**config.mk**
```make
export PLATFORM = sky130hd
export DESIGN_NAME = multi_ch_pattern_gen
export DESIGN_NICKNAME = d
export VERILOG_FILES = /design/src/rtl/multi_ch_pattern_gen_pkg.sv /design/src/rtl/multi_ch_pattern_gen_ch_runner.sv /design/src/rtl/multi_ch_pattern_gen.sv
export SDC_FILE = /design/constraint.sdc
export NUM_CORES = 2
export LEC_CHECK = 0
export CORE_ASPECT_RATIO = 0.5
export CORE_MARGIN = 10
export CORE_UTILIZATION = 63
export CTS_CLUSTER_DIAMETER = 120
export DETAILED_ROUTE_END_ITERATION = 8
export PLACE_DENSITY = 0.79
export REMOVE_ABC_BUFFERS = 1
export SYNTH_ARGS = -nofsm -noshare
export SYNTH_HDL_FRONTEND = slang
export SYNTH_SLANG_ARGS = --single-unit
```
**constraint.sdc**
```tcl
create_clock -name clk -period 97.5 [get_ports clk]
set_input_delay 14.625 -clock clk [delete_from_list [all_inputs] [get_ports clk]]
set_output_delay 14.625 -clock clk [all_outputs]
set_load 0.02 [all_outputs]
```
**src/rtl/multi_ch_pattern_gen_pkg.sv**
```systemverilog
// Shared types and constants for the multi-channel pattern generator.
package multi_ch_pattern_pkg;

    // Command field of the control byte
    typedef enum logic [1:0] {
        CMD_LOAD  = 2'b00,
        CMD_START = 2'b01,
        CMD_STOP  = 2'b10,
        CMD_NONE  = 2'b11
    } cmd_e;

    // Control byte field positions
    localparam int CTRL_CH_HI   = 7;
    localparam int CTRL_CH_LO   = 4;
    localparam int CTRL_IDLE    = 3;
    localparam int CTRL_MODE    = 2;
    localparam int CTRL_CMD_HI  = 1;
    localparam int CTRL_CMD_LO  = 0;

    // Channel state
    typedef enum logic {
        IDLE = 1'b0,
        RUN  = 1'b1
    } ch_state_e;

    // Bytes per packet: out pattern, freq pattern, control byte
    function automatic int pack_num(input int data_bit);
        return 2 * data_bit / 8 + 1;
    endfunction

endpackage

```
**src/rtl/multi_ch_pattern_gen_ch_runner.sv**
```systemverilog
// One output channel: shadow/active pattern registers, pending restart,
// per-bit divider and bit counter, IDLE/RUN state machine.
module pattern_ch_runner
    import multi_ch_pattern_pkg::*;
#(
    parameter int DATA_BIT = 32,
    parameter int LOW_DIV  = 20,
    parameter int HIGH_DIV = 5
) (
    input  logic                clk,
    input  logic                rst_n,
    input  logic                wr_en,
    input  logic [DATA_BIT-1:0] wr_out,
    input  logic [DATA_BIT-1:0] wr_freq,
    input  logic                wr_idle,
    input  logic                wr_mode,
    input  cmd_e                wr_cmd,
    output logic                serial_out,
    output logic                bit_tick,
    output logic                done_tick,
    output logic                busy
);

    localparam int DIV_MAX = (LOW_DIV > HIGH_DIV) ? LOW_DIV : HIGH_DIV;
    localparam int DIV_W   = $clog2(DIV_MAX);
    localparam int BIT_W   = $clog2(DATA_BIT);
    localparam logic [DIV_W-1:0] LOW_LAST  = DIV_W'(LOW_DIV - 1);
    localparam logic [DIV_W-1:0] HIGH_LAST = DIV_W'(HIGH_DIV - 1);
    localparam logic [BIT_W-1:0] BIT_LAST  = BIT_W'(DATA_BIT - 1);

    ch_state_e             state_q, state_d;
    logic [DATA_BIT-1:0]   sh_out, sh_freq, act_out, act_freq;
    logic                  sh_idle, sh_mode, act_idle, act_mode;
    logic                  pending, done_q;
    logic [DIV_W-1:0]      div_cnt;
    logic [BIT_W-1:0]      bit_cnt;
    logic                  start_cmd, stop_cmd, bit_end, pat_end, copy;
    logic [DATA_BIT-1:0]   src_out, src_freq;
    logic                  src_idle, src_mode;

    // Command decode, bit/pattern boundaries and copy source selection
    always_comb begin
        start_cmd = wr_en && (wr_cmd == CMD_START);
        stop_cmd  = wr_en && (wr_cmd == CMD_STOP);
        bit_end   = (state_q == RUN) &&
                    (div_cnt == (act_freq[bit_cnt] ? HIGH_LAST : LOW_LAST));
        pat_end   = bit_end && (bit_cnt == BIT_LAST);
        // a start arriving on the boundary cycle itself behaves like a pending one
        copy      = ((state_q == IDLE) && start_cmd) ||
                    ((state_q == RUN) && !stop_cmd && pat_end && (pending || start_cmd));
        // shadow written this cycle is newer than the registered shadow
        src_out   = wr_en ? wr_out  : sh_out;
        src_freq  = wr_en ? wr_freq : sh_freq;
        src_idle  = wr_en ? wr_idle : sh_idle;
        src_mode  = wr_en ? wr_mode : sh_mode;
    end

    // State register
    always_ff @(posedge clk or posedge rst_n) begin
        if (rst_n) state_q <= IDLE;
        else       state_q <= state_d;
    end

    // Next-state logic
    always_comb begin
        state_d = state_q;
        case (state_q)
            IDLE: if (start_cmd) state_d = RUN;
            RUN: begin
                if (stop_cmd)
                    state_d = IDLE;
                else if (pat_end && !pending && !start_cmd && !act_mode)
                    state_d = IDLE;
            end
            default: state_d = IDLE;
        endcase
    end

    // Pattern registers, pending flag, divider and bit counter
    always_ff @(posedge clk or posedge rst_n) begin
        if (rst_n) begin
            sh_out   <= '0;
            sh_freq  <= '0;
            sh_idle  <= 1'b0;
            sh_mode  <= 1'b0;
            act_out  <= '0;
            act_freq <= '0;
            act_idle <= 1'b0;
            act_mode <= 1'b0;
            pending  <= 1'b0;
            div_cnt  <= '0;
            bit_cnt  <= '0;
            done_q   <= 1'b0;
        end else begin
            if (wr_en) begin
                sh_out  <= wr_out;
                sh_freq <= wr_freq;
                sh_idle <= wr_idle;
                sh_mode <= wr_mode;
            end
            if (copy) begin
                act_out  <= src_out;
                act_freq <= src_freq;
                act_mode <= src_mode;
                act_idle <= src_idle;
            end else if (stop_cmd || (wr_en && (state_q == IDLE))) begin
                act_idle <= wr_idle;
            end
            if (copy || stop_cmd)
                pending <= 1'b0;
            else if (start_cmd && (state_q == RUN))
                pending <= 1'b1;
            if (copy || (state_q != RUN)) begin
                div_cnt <= '0;
                bit_cnt <= '0;
            end else if (bit_end) begin
                div_cnt <= '0;
                bit_cnt <= pat_end ? '0 : bit_cnt + BIT_W'(1);
            end else begin
                div_cnt <= div_cnt + DIV_W'(1);
            end
            done_q <= (state_q == RUN) && (state_d == IDLE) && !stop_cmd;
        end
    end

    // Channel outputs
    always_comb begin
        busy       = (state_q == RUN);
        serial_out = (state_q == RUN) ? act_out[bit_cnt] : act_idle;
        bit_tick   = (state_q == RUN) && (div_cnt == '0);
        done_tick  = done_q;
    end

endmodule

```
**src/rtl/multi_ch_pattern_gen.sv**
```systemverilog
// Multi-channel pattern generator: UART packet assembler with timeout,
// channel decode, and CH_NUM independent pattern runners.
module multi_ch_pattern_gen
    import multi_ch_pattern_pkg::*;
#(
    parameter int DATA_BIT = 32,
    parameter int CH_NUM   = 16,
    parameter int LOW_DIV  = 20,
    parameter int HIGH_DIV = 5,
    parameter int TIMEOUT  = 100000
) (
    input  logic              clk,
    input  logic              rst_n,
    input  logic [7:0]        i_data,
    input  logic              i_rx_done_tick,
    output logic [CH_NUM-1:0] o_serial_out,
    output logic [CH_NUM-1:0] o_bit_tick,
    output logic [CH_NUM-1:0] o_done_tick,
    output logic [CH_NUM-1:0] o_busy,
    output logic              o_pkt_err
);

    localparam int PACK_NUM = pack_num(DATA_BIT);
    localparam int CNT_W    = $clog2(PACK_NUM);
    localparam int TMR_W    = $clog2(TIMEOUT + 1);

    logic [CNT_W-1:0]      byte_cnt;
    logic [TMR_W-1:0]      timer;
    logic [2*DATA_BIT-1:0] pat_buf;
    logic                  timeout_hit, last_byte, ch_ok;
    logic [3:0]            ctrl_ch;
    logic [CH_NUM-1:0]     wr_en;
    logic [DATA_BIT-1:0]   wr_out, wr_freq;
    logic                  wr_idle, wr_mode;
    cmd_e                  wr_cmd;

    // Timeout detection and final-byte/channel decode
    always_comb begin
        timeout_hit = (byte_cnt != '0) && (timer == TMR_W'(TIMEOUT));
        // a byte on the expiry cycle starts a fresh packet, so never counts as final
        last_byte   = i_rx_done_tick && !timeout_hit && (byte_cnt == CNT_W'(PACK_NUM - 1));
        ctrl_ch     = i_data[CTRL_CH_HI:CTRL_CH_LO];
        ch_ok       = int'(ctrl_ch) < CH_NUM;
    end

    // Byte counter, inter-byte timer and pattern shift buffer
    always_ff @(posedge clk or posedge rst_n) begin
        if (rst_n) begin
            byte_cnt <= '0;
            timer    <= '0;
            pat_buf  <= '0;
        end else begin
            if (timeout_hit)
                byte_cnt <= i_rx_done_tick ? CNT_W'(1) : '0;
            else if (i_rx_done_tick)
                byte_cnt <= last_byte ? '0 : byte_cnt + CNT_W'(1);
            if (i_rx_done_tick || timeout_hit)
                timer <= '0;
            else if (byte_cnt != '0)
                timer <= timer + TMR_W'(1);
            // bytes enter at the top, so the first byte ends up in bits [7:0]
            if (i_rx_done_tick && !last_byte)
                pat_buf <= {i_data, pat_buf[2*DATA_BIT-1:8]};
        end
    end

    // Channel write strobe, payload and packet error pulse
    always_ff @(posedge clk or posedge rst_n) begin
        if (rst_n) begin
            wr_en     <= '0;
            wr_out    <= '0;
            wr_freq   <= '0;
            wr_idle   <= 1'b0;
            wr_mode   <= 1'b0;
            wr_cmd    <= CMD_LOAD;
            o_pkt_err <= 1'b0;
        end else begin
            wr_en     <= '0;
            o_pkt_err <= timeout_hit;
            if (last_byte) begin
                if (ch_ok) wr_en <= CH_NUM'(1) << ctrl_ch;
                else       o_pkt_err <= 1'b1;
                wr_out  <= pat_buf[DATA_BIT-1:0];
                wr_freq <= pat_buf[2*DATA_BIT-1:DATA_BIT];
                wr_idle <= i_data[CTRL_IDLE];
                wr_mode <= i_data[CTRL_MODE];
                wr_cmd  <= cmd_e'(i_data[CTRL_CMD_HI:CTRL_CMD_LO]);
            end
        end
    end

    for (genvar g = 0; g < CH_NUM; g++) begin : g_ch
        pattern_ch_runner #(
            .DATA_BIT (DATA_BIT),
            .LOW_DIV  (LOW_DIV),
            .HIGH_DIV (HIGH_DIV)
        ) u_runner (
            .clk        (clk),
            .rst_n      (rst_n),
            .wr_en      (wr_en[g]),
            .wr_out     (wr_out),
            .wr_freq    (wr_freq),
            .wr_idle    (wr_idle),
            .wr_mode    (wr_mode),
            .wr_cmd     (wr_cmd),
            .serial_out (o_serial_out[g]),
            .bit_tick   (o_bit_tick[g]),
            .done_tick  (o_done_tick[g]),
            .busy       (o_busy[g])
        );
    end

endmodule

```
# == Word level (Yosys, flattened, before mapping) ==
# Index checks and enable logic that the tools add are counted.
# op_classes
addsub,34
n_mul,0
n_div,0
order_cmp,16
n_eq_ne,36
shifts,1
mux,375
bitwise_logic,32
n_reduce_logical,474
# ops
op,n
$mux 32,32
$mux 5,96
$logic_and 1x1->1,260
$mux 1,193
$add 5x1->5 const B,32
$bmux 1 s5,32
$reduce_bool 2->1,50
$lt 5x6->1 const B,16
$logic_or 1x1->1,81
$eq 5x5->1,16
$eq 5x5->1 const B,16
$logic_not 5->1,16
$logic_not 1->1,66
$mux 17,2
$not 1->1,32
$pmux 1 s2,16
$add 17x1->17 const B,1
$eq 17x17->1 const B,1
$mux 16,1
$shl 1x4->16 const A,1
$mux 4,3
$add 4x1->4 const B,1
$eq 4x4->1 const B,1
$reduce_bool 4->1,1
2 further kinds,2
# totals
ff_bits,2490
latch_bits,0
ram_bits,0
rom_bits,0
input_bits,11
output_inout_bits,65
memories,0

# == Longest topological paths before layout ==
# logic_depth
word_depth,15
depth_mapped,12

# == By module ==
# Synthesis repeated with hierarchy kept, for this count alone.
# hier_totals
cells_unflattened,7673
hier_area_um2,111498.2
# by_module_without_submodules
mod,instances,cells_per_inst,area_per_inst_um2,seq_area_each_um2
pattern_ch_runner at g_ch[14].u_runner ...,11,423,6428.7,3628.5
pattern_ch_runner at g_ch[0].u_runner ...,5,424,6432.4,3628.5
multi_ch_pattern_gen,1,900,8620.8,4254.1

# == Least setup slack after synthesis ==
# OpenSTA, ideal clock, no wires.
# synth_path
kind,register to output
startpoint,register g_ch[13].u_runner.bit_cnt[0]
endpoint,output o_serial_out[13]
t_arrival_ns,2.527
required_time_ns,82.875
slack_ns,80.348
stages_incl_launch_ff,8
n_path_buf,3
path_cell_list,dfrtp_1 buf_2 buf_1 mux4_2 mux4_2 mux2i_1 a21oi_1 buf_4
# synth_via
elab_chain_len,3
# synth_rtl
element,line_no,text
from (decl),multi_ch_pattern_gen_ch_runner.sv:36,logic [BIT_W-1:0] bit_cnt;
from (signal assigned),multi_ch_pattern_gen_ch_runner.sv:118,bit_cnt <= pat_end ? '0 : bit_cnt + BIT_W'(1);
$bmux 1 s5,multi_ch_pattern_gen_ch_runner.sv:129,serial_out = (state_q == RUN) ? act_out[bit_cnt] : act_idle;
$mux 1 (not written as such),multi_ch_pattern_gen_ch_runner.sv:129,
$mux 1,multi_ch_pattern_gen_ch_runner.sv:129,
to (decl),multi_ch_pattern_gen.sv:16,"output logic [CH_NUM-1:0] o_serial_out,"
# No other way between the ends. The select of a mux whose other input is x is not followed.

==> results.toml <==
[sta]
rsz0062_at_grt = "false"
timing.fmax_mhz = 50.60
relSlewSlack_pct = 10.55
worstMarginPinSlew_ns = 1.342
fin_crit_ns = 19.76
setup_ws_ns = 77.74
finalHoldViolCount = 0
layout_worst_path_cycle_share_pct = 20.27
finalSetupViolCount = 0
finalSetupTns_ns = 0
whs_ns = 0.4616
final_max_slew_viol_count = 0
fin_skew_ns = 0.04826

[pwr]
ir_drop_v = 0.00002033
powerDensity_mw_per_mm2 = 21.15
p_total_mw = 2.447
p_leak_nw = 55.82

[cts]
clock_sinks = 2490
post_cts_resized = 0
cts_htree_levels = 4
cts_setup_buffers = 0
clockBufferDepth = 4
clkTransAtPathRegs_ns = 0.07
cts_tree = "built"
clk_latency_ns = 0.87
postCtsHoldBufs = 0
root_buffer = "clkbuf_16"
cts-buffers-inserted = 212

[placed_design]
place_ws_ns = 76.66
gp_congestion = 0.8629
dp_hpwl_microns = 167300
portBuffers = 75

[yosys]
yosys.area.top_type_share_pct = 58.61
yosys.area.top_type = "dfrtp_1"
synth_cell_types = 65
synthCells = 7315
yosysMostFrequentCell = "dfrtp_1"
netlist_area_sq_mm = 0.1063
ys_top_cells_by_count = "dfrtp_1 (2490), mux2_2 (2169), nand2_1 (488), clkbuf_1 (336), mux4_2 (226)"
synthTopCellsByArea = "dfrtp_1 (59%), mux2_2 (23%), mux4_2 (4.8%)"
syn_avg_cell_area_sq_um = 14.53
synth-warning-count = 0
ys_seq_area_share_pct = 58.61
synthArstFlopShare_pct = 100.0
synth_edf_count = 0
ys_ff_latch = 2490
ys.flop_type = "dfrtp_1"

[global_routing]
antenna_found_initial = 82
grt_max_degree = 186
grt_pass1_wl_microns = 414400
grt_pass1_vias = 65130
grt-ovfl-total = 0
grt.total_usage_pct = 29.34

[finish]
finalNetCount = 7270
drive_gt1_share_pct = 40.74
utilization_pct = 69.10
area_growth_pct = 8.787

[detailed_routing]
top_layer = "met5"
wl_per_cell_microns = 28.51
routed_wirelength_microns = 275000
drt_iter0_markers = 7268
vias = 62670
dr_wl_met2_microns = 123000
wl_met1_microns = 111800
drtAntennaViolNets = 1
first_pass_iters = 7
drc_errors = 0
routed_via_density = 6.497
met3WireLength_microns = 29760

[worst_setup_path]
start_kind = "input port"
cp_slowest_cell = "buf_4"
cpMostUsedCell = "buf_4"
critPathMaxFanout = 130
path_class = "input port to asynchronous set/reset pin"
crit_chain = "clkdlybuf4s50_1 -> inv_8 -> buf_4 -> buf_4 -> buf_4 -> buf_4 -> buf_4"
required_ns = 98.28
max_stage_delay_ns = 1.00
end_kind = "asynchronous set/reset pin"
crit_arrival_ns = 20.55

[die]
die_h_microns = 310.5
initial_utilization_pct = 63.52
die_w_microns = 601.0
die-area_sq_mm = 0.1866
ios = 76
core_area_sq_mm = 0.1674
fp-row-count = 106

[hold_path]
hp-class = "register to register"

[run]
cap_violations = 0

[run_status]
violations = "antenna rules"
status = "finished with violations"
-- worst paths after layout --
check | from | end | slack (ns) | cells after the start
setup / recovery | rst_n | g_ch[4].u_runner.sh_freq[16] | 77.74 | 7
max in group clk | g_ch[15].u_runner.bit_cnt[0] | o_serial_out[15] | 78.93 | 6
hold / removal | pat_buf[7] | wr_out[7] | 0.46 | 2
hold reg to reg | pat_buf[7] | wr_out[7] | 0.46 | 2
min in group asynchronous | rst_n | g_ch[11].u_runner.sh_out[29] | 14.32 | 2
setup reg to reg | g_ch[2].u_runner.bit_cnt[1] | g_ch[2].u_runner.act_out[26] | 92.66 | 8
-- cell type report --
cell class              count  area, sq um
flip-flops and latches   2490        62340
fillers                 10840        51710
multi-input cells        4194        41250
clock buffers             310         6280
well taps                2268         2838
repair buffers            232         1979
clock inverters            55        651.9
inverters                  61        236.5
diodes                     36        90.09
-- critical path, delay by kind of cell --
kind,cells,cell delay [ns]
buf+inv,7,5.45
-- per-layer routing --
| layer | global-route usage [%] | up-vias |
|---|---|---|
| li1 | - | 25960 |
| met1 | 42.16 | 33320 |
| met2 | 44.11 | 2838 |
| met3 | 6.824 | 537 |
| met4 | 10.95 | 4 |
| met5 | 0 | - |
-- where the power goes --
part / leakage [nW] / total, mW / switching [mW] / internal [mW]
Combinational: 17.9 / 0.381 / 0.289 / 0.0916
Sequential: 34.5 / 1.21 / 0.115 / 1.09
Clock: 3.43 / 0.859 / 0.380 / 0.479
Total: 55.8 / 2.45 / 0.785 / 1.66
-- state kept, by name, summed over array words and instances, names as in the netlist, 16 cells and up --
signal                   cells
g_ch.u_runner.act_freq     512
g_ch.u_runner.act_out      512
g_ch.u_runner.sh_freq      512
g_ch.u_runner.sh_out       512
g_ch.u_runner.bit_cnt       80
g_ch.u_runner.div_cnt       80
pat_buf                     64
wr_freq                     32
wr_out                      32
timer                       17
g_ch.u_runner.act_idle      16
g_ch.u_runner.act_mode      16
g_ch.u_runner.busy          16
g_ch.u_runner.done_tick     16
g_ch.u_runner.pending       16
g_ch.u_runner.sh_idle       16
g_ch.u_runner.sh_mode       16
wr_en                       16
-- kinds of logic (layout without fill, tap and decap cells) --
group                      after synthesis  count (layout)  synth area share (%)
other                                    0              36                     0
and+or+nand+nor                       1060            1060                 4.867
DFF                                   2490            2490                 58.61
xor gates and xnor gates                64              64                0.5272
buffers and inverters                  631             658                 2.774
AOI/OAI and AO/OA                      435             435                 2.855
adders and majority gates               68              68                0.8002
muxes                                 2567            2567                 29.57
-- placed cells by master, fill, tap and decap left out, types with 25 or more instances in the layout --
| cell | count |
|---|---|
| a21oi_1 | 53 |
| and3_1 | 63 |
| buf_4 | 153 |
| clkbuf_1 | 43 |
| clkbuf_16 | 217 |
| clkbuf_8 | 50 |
| clkdlybuf4s50_1 | 75 |
| clkinv_2 | 30 |
| dfrtp_1 | 2471 |
| diode_2 | 36 |
| ha_1 | 68 |
| inv_1 | 57 |
| mux2_2 | 2169 |
| mux2_4 | 40 |
| mux2i_1 | 131 |
| mux4_2 | 226 |
| nand2_1 | 487 |
| nand2b_1 | 35 |
| nand3_1 | 71 |
| nand3b_1 | 25 |
| nand4_1 | 30 |
| nor2_1 | 153 |
| nor2b_1 | 30 |
| nor4b_1 | 35 |
| o211ai_1 | 29 |
| o21ai_0 | 93 |
| o221ai_1 | 36 |
| xnor2_1 | 34 |
| xor2_1 | 30 |
-- stage by stage --
step,area [sq um],instances
after CTS,115600,9610
after global placement,108600,9245
after global routing,115600,9616
final,115700,9646
after detailed placement,108600,9245
after floorplan,103600,6745
(Power assumes the default switching activity.)
